File: config.mk
export PLATFORM = sky130hd
export DESIGN_NAME = regfile_wb_arbiter
export DESIGN_NICKNAME = d
export VERILOG_FILES = /design/src/rtl/regfile_wb_arbiter.sv
export SDC_FILE = /design/constraint.sdc
export NUM_CORES = 1
export LEC_CHECK = 0
export ABC_AREA = 1
export CAP_MARGIN = 20
export CORE_ASPECT_RATIO = 0.6
export CORE_MARGIN = 2
export CORE_UTILIZATION = 55
export DETAILED_ROUTE_END_ITERATION = 10
export HOLD_SLACK_MARGIN = 0.08
export PLACE_DENSITY = 0.82
export REMOVE_ABC_BUFFERS = 1
export SETUP_SLACK_MARGIN = 0.02
export SKIP_CTS_REPAIR_TIMING = 1
export SYNTH_ARGS = -nofsm -noshare
export SYNTH_HDL_FRONTEND = slang
export SYNTH_SLANG_ARGS = --single-unit
File: constraint.sdc
create_clock -name clk -period 7.55 [get_ports clk]
set_clock_uncertainty 0.15 [all_clocks]
set_input_delay 2.265 -clock clk [delete_from_list [all_inputs] [get_ports clk]]
set_output_delay 2.265 -clock clk [all_outputs]
set_load 0.03 [all_outputs]
File: src/rtl/regfile_wb_arbiter.sv
// Write-back arbiter: two in-order {addr,data} FIFOs (ALU = A, load = B) share one
// register-file write port with round-robin tie-break and a pending-register mask.
module regfile_wb_arbiter #(
  parameter int DEPTH = 2
) (
  input  logic        clk,
  input  logic        rst_n,
  input  logic        a_valid,
  output logic        a_ready,
  input  logic [4:0]  a_addr,
  input  logic [31:0] a_data,
  input  logic        b_valid,
  output logic        b_ready,
  input  logic [4:0]  b_addr,
  input  logic [31:0] b_data,
  output logic        wr_en,
  output logic [4:0]  wr_addr,
  output logic [31:0] wr_data,
  output logic [31:0] pend_mask,
  output logic        grant_b
);

  localparam int PW = (DEPTH > 1) ? $clog2(DEPTH) : 1;
  localparam int CW = $clog2(DEPTH + 1);
  localparam logic [CW-1:0] FULL_CNT = CW'(DEPTH);
  localparam logic [PW-1:0] LAST_PTR = PW'(DEPTH - 1);

  // Index 0 is requester A, index 1 is requester B.
  logic [4:0]    r_addr [2][DEPTH];
  logic [31:0]   r_data [2][DEPTH];
  logic [PW-1:0] r_rd   [2];
  logic [PW-1:0] r_wr   [2];
  logic [CW-1:0] r_cnt  [2];
  logic          r_last_b;
  logic          r_wr_en;
  logic [4:0]    r_wr_addr;
  logic [31:0]   r_wr_data;
  logic          r_grant_b;

  logic [1:0]    w_valid;
  logic [1:0]    w_ready;
  logic [1:0]    w_push;
  logic [1:0]    w_ne;
  logic [1:0]    w_pop;
  logic [4:0]    w_in_addr [2];
  logic [31:0]   w_in_data [2];
  logic          w_sel;
  logic [4:0]    w_head_addr;
  logic [31:0]   w_head_data;
  logic [31:0]   w_pend;

  function automatic logic [PW-1:0] next_ptr(input logic [PW-1:0] p);
    return (p == LAST_PTR) ? '0 : p + 1'b1;
  endfunction

  function automatic logic slot_live(input int idx, input logic [PW-1:0] rd,
                                     input logic [CW-1:0] cnt);
    int off;
    off = idx - int'(rd);
    if (off < 0) off = off + DEPTH;
    return off < int'(cnt);
  endfunction

  assign w_valid      = {b_valid, a_valid};
  assign w_in_addr[0] = a_addr;
  assign w_in_addr[1] = b_addr;
  assign w_in_data[0] = a_data;
  assign w_in_data[1] = b_data;

  always_comb begin
    w_ready = '0;
    w_ne    = '0;
    for (int q = 0; q < 2; q++) begin
      w_ready[q] = r_cnt[q] < FULL_CNT;
      w_ne[q]    = r_cnt[q] != '0;
    end
  end

  assign w_push = w_valid & w_ready;

  // On contention the requester that did not win last time goes; A wins after reset.
  assign w_pop[0]    = w_ne[0] && (!w_ne[1] || r_last_b);
  assign w_pop[1]    = w_ne[1] && !w_pop[0];
  assign w_sel       = w_pop[1];
  assign w_head_addr = r_addr[w_sel][r_rd[w_sel]];
  assign w_head_data = r_data[w_sel][r_rd[w_sel]];

  always_ff @(posedge clk) begin
    for (int q = 0; q < 2; q++) begin
      if (w_push[q]) begin
        r_addr[q][r_wr[q]] <= w_in_addr[q];
        r_data[q][r_wr[q]] <= w_in_data[q];
      end
    end
  end

  always_ff @(posedge clk or negedge rst_n) begin
    if (!rst_n) begin
      for (int q = 0; q < 2; q++) begin
        r_rd[q]  <= '0;
        r_wr[q]  <= '0;
        r_cnt[q] <= '0;
      end
    end else begin
      for (int q = 0; q < 2; q++) begin
        if (w_push[q]) r_wr[q] <= next_ptr(r_wr[q]);
        if (w_pop[q])  r_rd[q] <= next_ptr(r_rd[q]);
        if (w_push[q] && !w_pop[q])      r_cnt[q] <= r_cnt[q] + 1'b1;
        else if (!w_push[q] && w_pop[q]) r_cnt[q] <= r_cnt[q] - 1'b1;
      end
    end
  end

  // Address and data follow every pop; writes to r0 are swallowed by wr_en only.
  always_ff @(posedge clk or negedge rst_n) begin
    if (!rst_n) begin
      r_wr_en   <= 1'b0;
      r_wr_addr <= '0;
      r_wr_data <= '0;
      r_grant_b <= 1'b0;
      r_last_b  <= 1'b1;
    end else begin
      r_wr_en <= (|w_pop) && (w_head_addr != 5'd0);
      if (|w_pop) begin
        r_wr_addr <= w_head_addr;
        r_wr_data <= w_head_data;
        r_grant_b <= w_pop[1];
        r_last_b  <= w_pop[1];
      end
    end
  end

  always_comb begin
    w_pend = '0;
    for (int q = 0; q < 2; q++) begin
      for (int i = 0; i < DEPTH; i++) begin
        if (slot_live(i, r_rd[q], r_cnt[q])) w_pend[r_addr[q][i]] = 1'b1;
      end
    end
  end

  assign a_ready   = w_ready[0];
  assign b_ready   = w_ready[1];
  assign wr_en     = r_wr_en;
  assign wr_addr   = r_wr_addr;
  assign wr_data   = r_wr_data;
  assign grant_b   = r_grant_b;
  assign pend_mask = {w_pend[31:1], 1'b0};

endmodule

After elaboration in Yosys (flattened, before gate mapping):

Memory sizes are Yosys's and may differ from the RTL's.
Index checks and enable logic that the tools add are counted.

* div/mod/pow operators: 0
* order comparisons: 24
* reductions and logical operators: 25
* shifts and indexed selects: 0
* multiplexer cells: 47
* multipliers: 0
* bitwise gates (word level): 8
* add/sub/neg operators: 16
* eq/ne operators: 0

Operators with widths (count)
* $mux W32: 13
* $lt A32 B3 Y1: 4
* $mux W64: 2
* $or A32 B32 Y32: 3
* $demux W32 S1: 2
* $mux W5: 5
* $lt A5 B6 Y1 const B: 4
* $demux W1 S5: 4
* $ge A5 B1 Y1 const B: 4
* $mux W10: 2
* $add A2 B3 Y4 const B: 4
* $logic_and A1 B1 Y1: 13
* $mux W1: 13
* $lt A2 B1 Y1 const B: 6
* $demux W5 S1: 2
* $ge A2 B2 Y1 const B: 4
* $mux W2: 4
* $not A1 Y2: 4
* $reduce_bool A2 Y1: 4
* $sub A1 B1 Y2 const A: 4
* $logic_not A1 Y1: 5
* $reduce_bool A5 Y1: 1
* $add A1 B1 Y1 const B: 4
* $add A2 B1 Y2 const B: 2
* 5 further kinds: 7

* bits in latches: 0
* input bits: 78
* word-level logic and storage cells: 133
* memory bits (writable): 148
* memories kept: 2
* ROM bits: 0
* output and inout bits: 73
* flip-flop bits (word level): 48

Memories
* r_data: words 2, width 64, rd ports 1, clocked after Yosys merged registers in 0, write ports 2, line 30 `logic [31:0] r_data [2][DEPTH];`
* r_addr: words 2, width 10, rd ports 3, clocked after Yosys merged registers in 0, write ports 2, line 29 `logic [4:0] r_addr [2][DEPTH];`

Depth between registers and ports, before layout:

* depth after elaboration: 16
* mapped depth: 11
* gate-level depth less buffers: 10

Worst setup path after synthesis:

No wires, ideal clock.

* path type: input-to-reg
* start: in a_valid
* end: mem r_addr[0][0] in the netlist's numbering (enable)
* path slack: 3.016 ns
* data arrival time: 3.953 ns
* path buffers: 0
* cell stages on the path: 2
* cell sequence: nand2_1 > nor2_1

RTL lines
* start: declaration: line 8 `input logic a_valid,`
* end: declaration: line 29

Worst setup path in the final report:

* start: reg r_cnt[2] in the netlist's numbering
* end: out pend_mask[27]

* word-level cells in the longest chain between the ends: 8
* elaborated cells between the ends (all ways): 9
* those cells by class: 2 x order compare; 4 x mux; 3 x bitwise

Ends and longest elaborated chain
* start: declaration: line 33 `logic [CW-1:0] r_cnt [2];`
* start signal: indexed assignment: line 108 `if (w_push[q] && !w_pop[q]) r_cnt[q] <= r_cnt[q] + 1'b1;`
* start signal: indexed assignment: line 109 `else if (!w_push[q] && w_pop[q]) r_cnt[q] <= r_cnt[q] - 1'b1;`
* $lt A32 B3 Y1: line 61 `return off < int'(cnt);`
* $mux W32: line 137 `if (slot_live(i, r_rd[q], r_cnt[q])) w_pend[r_addr[q][i]] = 1'b1;`
* $or A32 B32 Y32 (no source line)
* $mux W32 *: line 137
* $or A32 B32 Y32 (no source line)
* $mux W32 *: line 137
* $or A32 B32 Y32 (no source line)
* $mux W32 *: line 137
* end: declaration: line 19 `output logic [31:0] pend_mask,`

Every way passes the cells marked *; elsewhere a longest branch is shown, timed or not.

==> flow_summary_export.csv <==
group,metric,value,unit
status,run_status,"completed",
detailed_routing,drt-pass1-iter-count,6,
synth,synthCells,799,
floorplanning,fp-row-count,35,
global_routing,grt_pass1_vias,6397,
cts,htreeDepth,4,
detailed_routing,wl_per_cell,20.4,um
detailed_routing,ant_nets,0,
timing,fin_crit,5310,ps
synth,synth_edf_count,148,
timing,tightest_slew,1040,ps
detailed_routing,drcViolationCount,0,
timing,hold_ws,330,ps
timing,report.final.slew_viol_count,0,
synth,synth_area_leaders,"edfxtp_1 52%, dfrtp_1 14%, nand2_1 11%, nand3_1 7.3%, o221ai_1 2.6%",
global_routing,antenna_found_initial,1,
floorplanning,io_pins,151,
run,drv_cap,0,
timing,setup_viol,0,
timing,slew_headroom,30.5,%
cts,root_buffer,"clkbuf_16",
critical_path,crit_type,"reg2out",
synth,synth_top_cell_by_area,"edfxtp_1",
detailed_routing,viasPerCell,5.82,
timing,timing.fmax,0.188,GHz
placed_design,io_buffers,149,
critical_path,worst_r2r_path_depth,11,
detailed_routing,num_vias,6772,
cts,cts_buffer_depth,2,
final_layout,fillers,1069,
cts,cts_tree,"done",
global_routing,grt_overflow,0,
synth,netlist_area,8490,sq um
timing,fin_crit_sh,70.4,%
final_layout,area_delta_synth_final,26.4,%
critical_path,critPathMaxFanout,7,
cts,cts_buffers,17,
synth,synth-seq-cells,196,
synth,ys_seq_area_share,66.5,%
floorplanning,initial_utilization,55.8,%
worst_hold_path,min_path_cells,2,
power_and_ir_drop,p_leak,4.14,nW
worst_hold_path,hold_path_class,"reg2reg",
critical_path,arrival,2900,ps
synth,syn_avg_cell_area,10.6,sq um
timing,finalHoldViolations,0,
global_routing,track_usage,29.9,%
power_and_ir_drop,vdd_drop_max,0.613,mV
final_layout,multi_input_area,2520,sq um
detailed_routing,drt_wl_total,23.7,mm
synth,yosysMostFrequentCell,"nand2_1",
cts,clkTransAtPathRegs,70,ps
final_layout,drive_gt1_share,5.31,%
floorplanning,die_w,164,um
placed_design,hpwl,15.8,mm
critical_path,endpoint_kind,"output pin",
floorplanning,die_y,100,um
floorplanning,fp.coreArea,15200,sq um
detailed_routing,drt-initial-drc-count,938,
timing,rsz0062_at_grt,"no",
critical_path,cp_data_required_time,5140,ps
final_layout,final_nets,1027,
synth,synth_cell_types,32,
placed_design,gp_congestion,1.03,
synth,async_reset_ff_share,24.5,%
synth,ys.warnings.count,0,
synth,synth_top_area_share,52.4,%
cts,cts.sinks,196,
timing,setup_tns,0,ps
power_and_ir_drop,power,4.73,mW
synth,synthFlopType,"edfxtp_1",
global_routing,grt_max_degree,87,
power_and_ir_drop,powerDensity,441,nW/um^2
final_layout,seq_area,5650,sq um
synth,synth_common_cells,"241 x nand2_1, 148 x edfxtp_1, 124 x nand3_1",
floorplanning,die_area,16500,sq um
cts,clock_latency,430,ps
critical_path,worst_setup_path_start_kind,"flop",
global_routing,grt_first_pass_wirelength,36.0,mm
-- layer usage --
layer	wire (um)	global-route usage [%]	vias to the layer above
li1	-	-	3093
met1	11100	48.9	3198
met2	9610	39.8	449
met3	2760	6.94	30
met4	285	7.83	2
met5	13	0	-
-- critical path: stages (launching register included) --
cell and delay [ps]:
dfrtp_1 400, inv_1 100, o21ai_0 410, nand3_1 180, inv_1 310, nand2_1 80
o21ai_0 110, a21oi_1 50, o21ai_0 100, clkdlybuf4s50_1 720
-- placed cells by master (no fill, tap or decap), types with 2 or more instances in the layout --
master / count
clkinvlp_4: 2
a21oi_1: 23
inv_1: 52
xnor2_1: 2
o21ai_4: 2
nor2_1: 32
a22oi_1: 8
o21ai_1: 2
buf_4: 10
edfxtp_1: 148
dfrtp_1: 47
clkbuf_16: 17
nand2_1: 241
nor3_1: 15
inv_6: 6
nor2_4: 6
xor2_1: 6
nand3_1: 124
clkbuf_1: 2
nand4_1: 2
o221ai_1: 25
o21ai_0: 23
inv_8: 3
clkdlybuf4s50_1: 148
o2111ai_1: 2
ha_1: 2
-- path summary, 6_finish.rpt --
kind / slack (ps) / from / end
setup / recovery: 2240 / r_cnt[2] / pend_mask[27]
hold / removal: 330 / wr_data[12] / wr_data[12]
setup reg to reg: 4590 / r_cnt[0] / wr_en
hold reg to reg: 330 / wr_data[12] / wr_data[12]
max in group asynchronous: 4920 / rst_n / wr_data[28]
min in group asynchronous: 1810 / rst_n / wr_data[29]
-- state kept, by name, summed over array words and instances (netlist names) --
| name | cells |
|---|---|
| r_rd | 2 |
| r_data | 128 |
| grant_b | 1 |
| wr_addr | 5 |
| r_last_b | 1 |
| r_cnt | 4 |
| r_addr | 20 |
| r_wr | 2 |
| wr_en | 1 |
| wr_data | 32 |
-- area by class of cell --
class | instances | share of cell area [%]
clock inverters | 13 | 1.07
well taps | 203 | 2.37
clock buffers | 19 | 4.04
repair buffers | 159 | 14.6
inverters | 52 | 1.82
diodes | 1 | 0.0233
flip-flops and latches | 196 | 52.6
multi-input cells | 521 | 23.5
-- logic make-up (layout without fill, tap and decap cells) --
logic type | Yosys count | in the layout | share of synthesized area (%)
buffers and inverters | 82 | 243 | 4.42
adders and majority gates | 2 | 2 | 0.295
and+or+nand+nor | 420 | 420 | 20.8
AOI/OAI and AO/OA | 90 | 90 | 7.06
DFF | 196 | 196 | 66.5
other | 1 | 2 | 0.0442
xor gates and xnor gates | 8 | 8 | 0.826
-- power breakdown --
part / total, mW / internal (mW) / switching, mW
Combinational: 2.24 / 0.709 / 1.53
Clock: 0.855 / 0.435 / 0.420
Sequential: 1.64 / 1.49 / 0.141
-- metrics by stage --
step           instances  cell area [sq um]  utilization [%]  setup WS, ps
2_1_floorplan        769               8310                -          3020
3_3_place_gp        1131              10200             67.0          2820
3_5_place_dp        1131              10200             67.0          2800
4_1_cts             1163              10700             70.6          2320
5_1_grt             1163              10700             70.6          2070
6_report            1164              10700             70.6          2240
(Power assumes the default switching activity.)
